--- src/rtl/button_event_decoder.sv ---
// Turns a debounced, synchronous switch level into one-cycle press/release/long/repeat events.
// Auto-repeat is built only when BTN_EVT_REPEAT_EN is defined; otherwise o_repeat is tied low.
module button_event_decoder #(
  parameter logic ACTIVE_LEVEL  = 1'b1,
  parameter int   HOLD_CYCLES   = 12_500_000,
  parameter int   REPEAT_CYCLES = 2_500_000,
  parameter int   CNT_W         = 24
) (
  input  logic       i_clk,
  input  logic       i_rst_n,
  input  logic       i_switch,
  output logic       o_press,
  output logic       o_release,
  output logic       o_long,
  output logic       o_repeat,
  output logic       o_held,
  output logic [7:0] o_press_cnt
);

  typedef enum logic [1:0] {
    IDLE  = 2'd0,
    PRESS = 2'd1,
    LONG  = 2'd2
  } state_t;

  localparam logic [CNT_W-1:0] HOLD_LAST = CNT_W'(HOLD_CYCLES - 1);

  // Reject parameter sets that would make the hold/repeat thresholds unreachable.
  if (HOLD_CYCLES < 2 || REPEAT_CYCLES < 1) begin : g_bad_params
    $error("button_event_decoder: HOLD_CYCLES must be >= 2 and REPEAT_CYCLES >= 1");
  end

  state_t             state_reg, state_next;
  logic [CNT_W-1:0]   cnt_reg, cnt_next;
  logic               press_reg, press_next;
  logic               release_reg, release_next;
  logic               long_reg, long_next;
  logic [7:0]         press_cnt_reg, press_cnt_next;
  logic               act;

`ifdef BTN_EVT_REPEAT_EN
  localparam logic [CNT_W-1:0] REPEAT_LAST = CNT_W'(REPEAT_CYCLES - 1);
  logic repeat_reg, repeat_next;
`endif

  assign act = (i_switch == ACTIVE_LEVEL);

  always_comb begin
    state_next     = state_reg;
    cnt_next       = cnt_reg;
    press_next     = 1'b0;
    release_next   = 1'b0;
    long_next      = 1'b0;
    press_cnt_next = press_cnt_reg;
`ifdef BTN_EVT_REPEAT_EN
    repeat_next    = 1'b0;
`endif
    case (state_reg)
      IDLE: begin
        if (act) begin
          state_next     = PRESS;
          cnt_next       = '0;
          press_next     = 1'b1;
          press_cnt_next = press_cnt_reg + 8'd1;
        end
      end
      PRESS: begin
        // Release is checked first so it wins over a coincident hold threshold.
        if (!act) begin
          state_next   = IDLE;
          cnt_next     = '0;
          release_next = 1'b1;
        end else if (cnt_reg == HOLD_LAST) begin
          state_next = LONG;
          cnt_next   = '0;
          long_next  = 1'b1;
        end else begin
          cnt_next = cnt_reg + 1'b1;
        end
      end
      LONG: begin
        if (!act) begin
          state_next   = IDLE;
          cnt_next     = '0;
          release_next = 1'b1;
        end else begin
`ifdef BTN_EVT_REPEAT_EN
          if (cnt_reg == REPEAT_LAST) begin
            cnt_next    = '0;
            repeat_next = 1'b1;
          end else begin
            cnt_next = cnt_reg + 1'b1;
          end
`else
          cnt_next = '0;
`endif
        end
      end
      default: begin
        state_next = IDLE;
        cnt_next   = '0;
      end
    endcase
  end

  always_ff @(posedge i_clk) begin
    if (!i_rst_n) begin
      state_reg     <= IDLE;
      cnt_reg       <= '0;
      press_reg     <= 1'b0;
      release_reg   <= 1'b0;
      long_reg      <= 1'b0;
      press_cnt_reg <= 8'd0;
    end else begin
      state_reg     <= state_next;
      cnt_reg       <= cnt_next;
      press_reg     <= press_next;
      release_reg   <= release_next;
      long_reg      <= long_next;
      press_cnt_reg <= press_cnt_next;
    end
  end

`ifdef BTN_EVT_REPEAT_EN
  always_ff @(posedge i_clk) begin
    if (!i_rst_n) begin
      repeat_reg <= 1'b0;
    end else begin
      repeat_reg <= repeat_next;
    end
  end
  assign o_repeat = repeat_reg;
`else
  assign o_repeat = 1'b0;
`endif

  assign o_press     = press_reg;
  assign o_release   = release_reg;
  assign o_long      = long_reg;
  assign o_held      = (state_reg != IDLE);
  assign o_press_cnt = press_cnt_reg;

endmodule
--- config.mk ---
export PLATFORM = sky130hd
export DESIGN_NAME = button_event_decoder
export DESIGN_NICKNAME = d
export VERILOG_FILES = /design/src/rtl/button_event_decoder.sv
export SDC_FILE = /design/constraint.sdc
export NUM_CORES = 1
export LEC_CHECK = 0
export BUFFER_PORTS_ARGS = -buffer_cell sky130_fd_sc_hd__buf_2
export CORE_MARGIN = 5
export CORE_UTILIZATION = 50
export DETAILED_ROUTE_END_ITERATION = 8
export PLACE_DENSITY = 0.68
export SYNTH_ARGS = -nofsm -noshare
export SYNTH_HDL_FRONTEND = slang
export SYNTH_SLANG_ARGS = --single-unit
--- constraint.sdc ---
create_clock -name i_clk -period 4.5 [get_ports i_clk]
set_input_delay 0.9 -clock i_clk [delete_from_list [all_inputs] [get_ports i_clk]]
set_output_delay 0.9 -clock i_clk [all_outputs]
set_load 0.02 [all_outputs]
==> summary.md <==
| Metric | Value |
|---|---|
| Routed wire per std cell | `12.7 um` |
| Max VDD drop | `0.000171 V` |
| Synth top area cells | `dfxtp_1 (39%), xnor2_1 (6.9%), nor2_1 (6.7%), nand3_1 (4.5%), ha_1 (4.0%)` |
| Crit-path max FO | `6` |
| Initial antenna violation count | `0` |
| First-pass GRT wire length | `6420 um` |
| Initial Util | `51.9%` |
| Syn_area_per_cell | `8.75 um^2` |
| Hold_buf cts | `0` |
| Leak Pwr | `0.748 nW` |
| Most common cell in the netlist | `dfxtp_1` |
| ANT nets after route | `0` |
| Post-synth cell types | `45` |
| Mapped cell area | `0.00190 mm^2` |
| Final setup viols | `0` |
| DIE AREA | `0.00513 mm^2` |
| Actual slew at the worst max-slew pin | `0.571 ns` |
| Antenna fix cells | `0` |
| Synth top area share | `39.0%` |
| Synthesis-to-layout area growth | `6.79%` |
| Synth Register Bits | `37` |
| Largest net degree at the start of global routing | `18` |
| Die width | `71.6 um` |
| GRT Total Usage | `15.9%` |
| Final Skew | `0.00247 ns` |
| Sequential share of the synthesized area | `39.0%` |
| Post-DP HPWL | `2540 um` |
| First DRT Iteration DRCs | `165` |
| Worst Path Required | `3.60 ns` |
| Finished Cell Area | `0.00203 mm^2` |
| Core area | `0.00366 mm^2` |
| Root buffer cell | `clkbuf_8` |
| Fillers | `353` |
| FMAX | `453 MHz` |
| Arrival @ worst endpoint | `1.31 ns` |
| Slew Viols, Final | `0` |
| Fin. Hold Viols | `0` |
| Worst-path clk slew | `0.07 ns` |
| Total power | `0.631 mW` |
| Final-stage net count | `238` |
| RSZ-0062 raised after global routing | `no` |
| Post-synth top area cell | `dfxtp_1` |
| Post-route DRC | `0` |
| Max-slew headroom | `61.6%` |
| Share of cells above drive strength 1 | `13.9%` |
| Asr flop ratio synth | `0%` |
| Setup TNS | `0 ns` |
| Longest Clk Path Bufs | `2` |
| Dpl cell area | `0.00195 mm^2` |
| Hold slack | `0.496 ns` |
| Hold WC Path Type | `reg2reg` |
| CTS tree | `built` |
| Max reg flops | `24` |
| WL final | `3540 um` |
| H-tree levels | `2` |
| PwrDens | `311 mW/mm^2` |
| Setup crit start kind | `flop` |
| CTS buffer count | `5` |
| IO Pins | `16` |
| WS Path Type | `reg2out` |
| First drt pass iteration count | `4` |
| Routed vias/inst | `5.20` |
| Vias in the first global route | `1343` |
| Status | `completed` |
| Mapped Nets | `226` |
| Final Critical Period | `2.21 ns` |
| I/O Buffers | `14` |
| Clock Latency Late Sink | `0.29 ns` |
| Ys Warns | `0` |
| Post-Syn Instances | `217` |
| Post CTS Setup Buffer Count | `0` |
| FP Rows | `22` |
| # resized after CTS | `0` |
| Post-synth EDFFs | `0` |
| Core Util, Final | `55.4%` |
| CP Capture Type | `output port` |
| RePlAce Congestion | `0.852` |
| Commonest cells post-synth | `dfxtp_1 (37), nor2_1 (34), nand3_1 (17)` |
| Crit share post-route | `49.1%` |
| Via count | `1446` |
| Max_cap viols | `0` |
| Vert. Die Dim | `71.6 um` |
| Clock Sinks | `37` |
| Top FF cell, synth | `dfxtp_1` |
| Total grt overflow | `0` |
routing by layer:
layer	wire (um)	track usage (%)	part of all wire, %	vias to the layer above
met3	206	5.89	5.8	6
met2	1470	21.7	41	34
li1	-	-	-	761
met1	1810	22.3	51	645
met4	63	6.68	1.8	0
met5	0	0	0	-
kinds of logic (layout without fill, tap and decap cells):
| group | count (synthesis) | after routing | synth area share [%] |
|---|---|---|---|
| and+or+nand+nor | 109 | 109 | 32.1 |
| adders and majority gates | 6 | 6 | 3.95 |
| other | 1 | 1 | 0.197 |
| DFF | 37 | 37 | 39.0 |
| buffers and inverters | 20 | 33 | 6.46 |
| AOI/OAI and AO/OA | 19 | 19 | 6.65 |
| muxes | 2 | 2 | 1.05 |
| xor gates and xnor gates | 23 | 23 | 10.6 |
cell usage in the layout, fill, tap and decap left out, types with 6 or more instances in the layout:
cell     count
xnor2_1     15
nand2_1     15
xor2_1       8
ha_1         6
nand3_1     17
a21oi_1      6
inv_1       11
nor2_1      34
dfxtp_1     37
buf_2       14
nor3_1       8
critical path, cell delays in order, from the launching register on:
cell	delay, ns
dfxtp_1	0.37
inv_1	0.09
ha_1	0.27
inv_1	0.12
buf_2	0.18
cell type report:
cell class                 count  area [um^2]  area share [%]
inverter                      11         41.3            2.04
multi-input combinational    160         1040            51.1
tap                           48         60.1            2.96
sequential                    37          741            36.5
timing repair buffer          14         70.1            3.45
clock buffer                   8         80.1            3.95
path summary, 6_finish.rpt:
path	cells past startpoint	end	slack [ns]	start
worst max-delay path	4	o_held	2.29	state_reg[0]$_SDFFE_PN0P_
worst min-delay path	2	o_press_cnt[1]$_SDFFE_PN0P_	0.50	o_press_cnt[1]$_SDFFE_PN0P_
worst max register to register	7	cnt_reg[20]$_SDFFE_PN0P_	2.37	state_reg[0]$_SDFFE_PN0P_
worst min register to register	2	o_press_cnt[1]$_SDFFE_PN0P_	0.50	o_press_cnt[1]$_SDFFE_PN0P_
report_power, final:
group | switching, mW | internal, mW
clock | 0.109 | 0.110
sequential | 0.00640 | 0.335
combinational | 0.0496 | 0.0217
per-stage QoR:
stage	setup WS, ns	instances
global route	2.20	278
finish	2.29	278
floorplan	2.24	217
global placement	2.09	270
CTS	2.29	278
detailed placement	2.06	270
Power figures use the tool's default switching activity.
